==> src/rtl/fetch_responder_pkg.sv <==
// Shared fetch-interface types used by Fetch, Decode and the fetch responder.
package tachyon_fetch_pkg;

  localparam int ADDR_WIDTH = 32;
  localparam int INSN_SIZE  = 4;
  localparam int ADDR_START = 2;

  typedef struct packed {
    logic [ADDR_WIDTH-1:ADDR_START] addr;
    logic [INSN_SIZE*8-1:0]         insn;
    logic                           fault;
  } fetch_rsp_t;

endpackage

==> src/rtl/fetch_rsp_fifo.sv <==
// Synchronous FIFO of fetch responses with a combinational head, push/pop,
// synchronous clear and an occupancy count.
module fetch_rsp_fifo
  import tachyon_fetch_pkg::*;
#(
  parameter int DEPTH = 4
) (
  input  logic                     clk,
  input  logic                     rst,
  input  logic                     clear,
  input  logic                     push,
  input  fetch_rsp_t               push_data,
  input  logic                     pop,
  output fetch_rsp_t               head,
  output logic [$clog2(DEPTH):0]   count
);

  localparam int PTR_W = $clog2(DEPTH);
  localparam int CNT_W = PTR_W + 1;

  fetch_rsp_t       mem [DEPTH];
  logic [PTR_W-1:0] wr_ptr_reg;
  logic [PTR_W-1:0] rd_ptr_reg;
  logic [CNT_W-1:0] count_reg;
  logic             do_pop;

  assign do_pop = pop && (count_reg != '0);

  // Storage carries no reset so it can map onto plain RAM.
  always_ff @(posedge clk) begin
    if (push) begin
      mem[wr_ptr_reg] <= push_data;
    end
  end

  always_ff @(posedge clk or posedge rst) begin
    if (rst) begin
      wr_ptr_reg <= '0;
      rd_ptr_reg <= '0;
      count_reg  <= '0;
    end else if (clear) begin
      wr_ptr_reg <= '0;
      rd_ptr_reg <= '0;
      count_reg  <= '0;
    end else begin
      if (push) begin
        wr_ptr_reg <= wr_ptr_reg + PTR_W'(1);
      end
      if (do_pop) begin
        rd_ptr_reg <= rd_ptr_reg + PTR_W'(1);
      end
      count_reg <= count_reg + CNT_W'(push) - CNT_W'(do_pop);
    end
  end

  assign head  = mem[rd_ptr_reg];
  assign count = count_reg;

endmodule

==> src/rtl/fetch_responder.sv <==
// Instruction-fetch responder: range-checks word addresses, reads a 1-cycle
// SRAM and returns ordered responses through a credit-limited FIFO.
module fetch_responder #(
  parameter int                    ADDR_WIDTH = 32,
  parameter logic [ADDR_WIDTH-1:2] MEM_BASE   = '0,
  parameter int                    MEM_WORDS  = 1024,
  parameter int                    FIFO_DEPTH = 4
) (
  input  logic                         clk,
  input  logic                         rst,
  input  logic                         req_valid,
  output logic                         req_ready,
  input  logic [ADDR_WIDTH-1:2]        req_addr,
  input  logic                         flush,
  output logic                         mem_rd_en,
  output logic [$clog2(MEM_WORDS)-1:0] mem_rd_addr,
  input  logic [31:0]                  mem_rd_data,
  output logic                         rsp_valid,
  input  logic                         rsp_ready,
  output logic [ADDR_WIDTH-1:2]        rsp_addr,
  output logic [31:0]                  rsp_insn,
  output logic                         rsp_fault
);

  import tachyon_fetch_pkg::fetch_rsp_t;

  localparam int IDX_W = $clog2(MEM_WORDS);
  localparam int CNT_W = $clog2(FIFO_DEPTH) + 1;
  localparam logic [ADDR_WIDTH-1:2] WORDS_W = (ADDR_WIDTH-2)'(MEM_WORDS);

  logic [ADDR_WIDTH-1:2] offset;
  logic                  in_range;
  logic                  accept;
  logic                  inflight_reg;
  logic                  pipe_fault_reg;
  logic [ADDR_WIDTH-1:2] pipe_addr_reg;
  logic [CNT_W-1:0]      fifo_count;
  logic [CNT_W:0]        used;
  logic                  pop;
  fetch_rsp_t            push_data;
  fetch_rsp_t            head;

  // Offset form of the range check stays correct even if MEM_BASE+MEM_WORDS wraps.
  assign offset   = req_addr - MEM_BASE;
  assign in_range = (req_addr >= MEM_BASE) && (offset < WORDS_W);

  // Buffered plus in-flight responses must never exceed the FIFO capacity.
  assign used      = {1'b0, fifo_count} + {{CNT_W{1'b0}}, inflight_reg};
  assign req_ready = !rst && !flush && (used < (CNT_W+1)'(FIFO_DEPTH));
  assign accept    = req_valid && req_ready;

  assign mem_rd_en   = accept && in_range;
  assign mem_rd_addr = offset[IDX_W+1:2];

  // accept is already low during flush, which drops the read in flight.
  always_ff @(posedge clk or posedge rst) begin
    if (rst) begin
      inflight_reg   <= 1'b0;
      pipe_addr_reg  <= '0;
      pipe_fault_reg <= 1'b0;
    end else begin
      inflight_reg <= accept;
      if (accept) begin
        pipe_addr_reg  <= req_addr;
        pipe_fault_reg <= !in_range;
      end
    end
  end

  always_comb begin
    push_data       = '0;
    push_data.addr  = pipe_addr_reg;
    push_data.insn  = pipe_fault_reg ? 32'h0 : mem_rd_data;
    push_data.fault = pipe_fault_reg;
  end

  fetch_rsp_fifo #(
    .DEPTH (FIFO_DEPTH)
  ) u_fifo (
    .clk       (clk),
    .rst       (rst),
    .clear     (flush),
    .push      (inflight_reg),
    .push_data (push_data),
    .pop       (pop),
    .head      (head),
    .count     (fifo_count)
  );

  // FIFO storage is not reset, so the response fields are forced low under reset.
  assign rsp_valid = !rst && (fifo_count != '0);
  assign pop       = rsp_valid && rsp_ready;
  assign rsp_addr  = rst ? '0 : head.addr;
  assign rsp_insn  = rst ? 32'h0 : head.insn;
  assign rsp_fault = rst ? 1'b0 : head.fault;

endmodule
==> config.mk <==
export PLATFORM = sky130hd
export DESIGN_NAME = fetch_responder
export DESIGN_NICKNAME = d
export VERILOG_FILES = /design/src/rtl/fetch_responder_pkg.sv /design/src/rtl/fetch_rsp_fifo.sv /design/src/rtl/fetch_responder.sv
export SDC_FILE = /design/constraint.sdc
export NUM_CORES = 1
export LEC_CHECK = 0
export ABC_AREA = 1
export CAP_MARGIN = 0
export CORE_UTILIZATION = 40
export DETAILED_ROUTE_END_ITERATION = 8
export GPL_TIMING_DRIVEN = 0
export RECOVER_POWER = 50
export SYNTH_ARGS = -nofsm -noshare
export SYNTH_HDL_FRONTEND = slang
export SYNTH_SLANG_ARGS = --single-unit
export TNS_END_PERCENT = 10
==> constraint.sdc <==
create_clock -name clk -period 2.7 [get_ports clk]
set_clock_uncertainty 0.1 [all_clocks]
set_input_delay 0.675 -clock clk [delete_from_list [all_inputs] [get_ports clk]]
set_output_delay 0.675 -clock clk [all_outputs]
set_load 0.05 [all_outputs]
==> results_dict.tcl <==
set metrics [dict create \
    finalCritPeriodShare_pct 106 \
    worstSetupStartpointType "flop" \
    drt-total-wl_mm 29.9 \
    synth_area_sq_mm 0.0119 \
    clock_path_buffers 3 \
    layout_min_cycle_time_ns 2.87 \
    wl_per_cell_microns 18.3 \
    post-route-drc-count 0 \
    slowest_delay_ns 0.37 \
    cts_sinks 291 \
    grt_overflow_total 0 \
    core_area_sq_mm 0.0290 \
    antenna_cells 0 \
    synthCells 1036 \
    antenna_found_initial 1 \
    num-fill-cells 2541 \
    status "finished with violations" \
    power_mw 12.9 \
    worst_pin_slew_ns 1.37 \
    drtAntennaViolNets 0 \
    synth_cell_types 28 \
    path_class "flop to output port" \
    detail_route.vias_per_cell 4.91 \
    drt_iter0_drc 627 \
    r2r_start "u_fifo.wr_ptr_reg[0]" \
    boundaryPins 143 \
    vias 8044 \
    worstSetupEndpointType "output port" \
    hold_viol 0 \
    dpl.hpwl_mm 17.5 \
    cts-root-buf "clkbuf_16" \
    critPathMaxFanout 10 \
    io_buffer_count 142 \
    slew_viol_final 0 \
    hold_slack_ns 0.316 \
    synth_seq_cells 291 \
    violations "negative setup slack" \
    cp_data_arrival_time_ns 2.09 \
    ys_seq_area_share_pct 71.8 \
    die_x_microns 174 \
    synth.avg_cell_area_sq_um 11.5 \
    track_usage_pct 19.5 \
    grt_pass1_wl_mm 45.4 \
    clkTransAtPathRegs_ns 0.06 \
    place_area_sq_mm 0.0139 \
    holdCritPathClass "input pin to asynchronous set/reset pin" \
    worstPathCellList "buf_6 -> buf_6 -> buf_12 -> buf_12 -> nor2_1 -> nor2_1 -> o21ai_1 -> a21oi_1 -> buf_4" \
    largest_reg_flops 252 \
    drt_first_pass_iters 5 \
    place_ws_ns -1.36 \
    fmax_mhz 349 \
    area_growth_pct 30.1 \
    cap_violations 0 \
    critPathSlowestCell "dfrtp_1" \
    clkLatencyLatePin_ns 0.55 \
    first_global_vias 7885 \
    row_count 62 \
    slew_headroom_pct 8.39 \
    drive_gt1_share_pct 21.2 \
    grt_max_degree 48 \
    dieHeight_microns 174 \
    ir_worst_vdd_v 0.000486 \
    rsz0062_at_grt "true" \
    die-area_sq_mm 0.0304 \
    synthesis.nets 1111 \
    crit_path_start "u_fifo.rd_ptr_reg[0]" \
    final.setup.worst_slack_ns -0.168 \
    leakagePower_nw 5.95 \
    numCtsBuffers 30 \
    layout.nets 1304 \
    synth.yosys.warnings 0 \
    gp_congestion 0.727 \
    htree_num_levels 1 \
    cts_tree "yes" \
    worst_ep_required_time_ns 1.92 \
    fin_area_sq_mm 0.0155 \
    setup_viol 63 \
    start_util_pct 41.0 \
    pwr_density_cell_mw_per_mm2 836 \
]
## Yosys cell counts, drive strengths merged
| master | count | area, sq um |
|---|---|---|
| a21oi | 63 | 315 |
| clkbuf | 23 | 86.3 |
| buf | 46 | 323 |
| edfxtp | 252 | 7570 |
| fa | 1 | 20.0 |
| a31oi | 1 | 6.26 |
| or2 | 1 | 6.26 |
| nor3 | 1 | 5.00 |
| inv | 54 | 203 |
| xnor2 | 1 | 8.76 |
| nand2 | 103 | 419 |
| nand4 | 1 | 6.26 |
| ha | 7 | 87.6 |
| dfrtp | 39 | 976 |
| o21ai | 132 | 661 |
| xor2 | 1 | 8.76 |
| nor2 | 300 | 1140 |
| nand3 | 10 | 55.1 |
## metal layers
metal / GRT usage, % / share of wire [%] / vias up
li1: - / - / 3898
met1: 28.0 / 46 / 3864
met2: 31.6 / 47 / 239
met3: 2.97 / 5.6 / 41
met4: 4.09 / 1.5 / 2
met5: 0 / 0.033 / -
## layout by cell type, fill, tap and decap left out, types with 9 or more instances in the layout
master	count
a21oi_1	34
a21oi_2	28
buf_2	9
buf_4	65
buf_6	42
clkbuf_1	14
clkbuf_16	33
clkbuf_4	10
clkbuf_8	10
clkdlybuf4s50_1	64
dfrtp_1	39
edfxtp_1	252
inv_1	47
nand2_1	93
nand2_2	10
nand3_1	9
nor2_1	291
o21ai_0	70
o21ai_1	60
## worst paths after layout
check,depth (start not counted),slack (ns),endpoint
max in group asynchronous,2,1.47,pipe_addr_reg[27]
worst max-delay path,9,-0.17,rsp_insn[5]
worst min register to register,0,0.41,u_fifo.mem[0][40]
min in group clk,0,0.41,u_fifo.mem[0][40]
worst min-delay path,2,0.32,u_fifo.count[2]
worst max register to register,5,0.04,u_fifo.mem[0][62]
## power breakdown
part	internal, mW	total [mW]	switching, mW
registers	5.46	5.70	0.242
clock network	2.74	4.41	1.67
logic	1.02	2.83	1.81
total	9.21	12.9	3.73
## final cells by class
cell class / count / area (sq um) / share of cell area, %
Inverter: 54 / 208 / 1.34
Tap cell: 384 / 480 / 3.10
Timing Repair inverter: 2 / 10.0 / 0.0647
Buffer: 67 / 582 / 3.76
Clock inverter: 12 / 186 / 1.20
Timing Repair Buffer: 161 / 1670 / 10.8
Multi-Input combinational cell: 622 / 2910 / 18.8
Clock buffer: 44 / 885 / 5.72
Sequential cell: 291 / 8540 / 55.2
## cells by family (layout without fill, tap and decap cells)
| group | Yosys count | count (layout) | share of synthesized area, % |
|---|---|---|---|
| compound gates | 196 | 196 | 8.26 |
| xor+xnor | 2 | 2 | 0.147 |
| fa+ha+maj | 8 | 8 | 0.904 |
| buf+inv | 123 | 340 | 5.14 |
| flops | 291 | 291 | 71.8 |
| simple gates | 416 | 416 | 13.7 |
## stage by stage
step	util, %	setup TNS [ns]	instances
global route	53.3	-26.46	1637
finish	53.3	-4.80	1637
global placement	47.6	-269.52	1562
CTS	53.2	-7.35	1635
detailed placement	48.1	-86.30	1566
floorplan	-	-0.0166	1036
## worst max-delay path, delay by kind of cell, from the launching register on
kind | cells | cell delay (ns)
AO/OA/AOI/OAI | 2 | 0.26
buffers and inverters | 5 | 0.78
flip-flops | 1 | 0.37
AND/OR/NAND/NOR | 2 | 0.14
## what timing repair did
item                                    in CTS  in global routing
resized for setup                          544                 65
buffers inserted                             8                  5
gates cloned                                 5                  3
endpoints found under the setup margin      79                 69
hold buffers                                 0                  0
pin swaps                                   19                 29
Power figures use the tool's default switching activity.
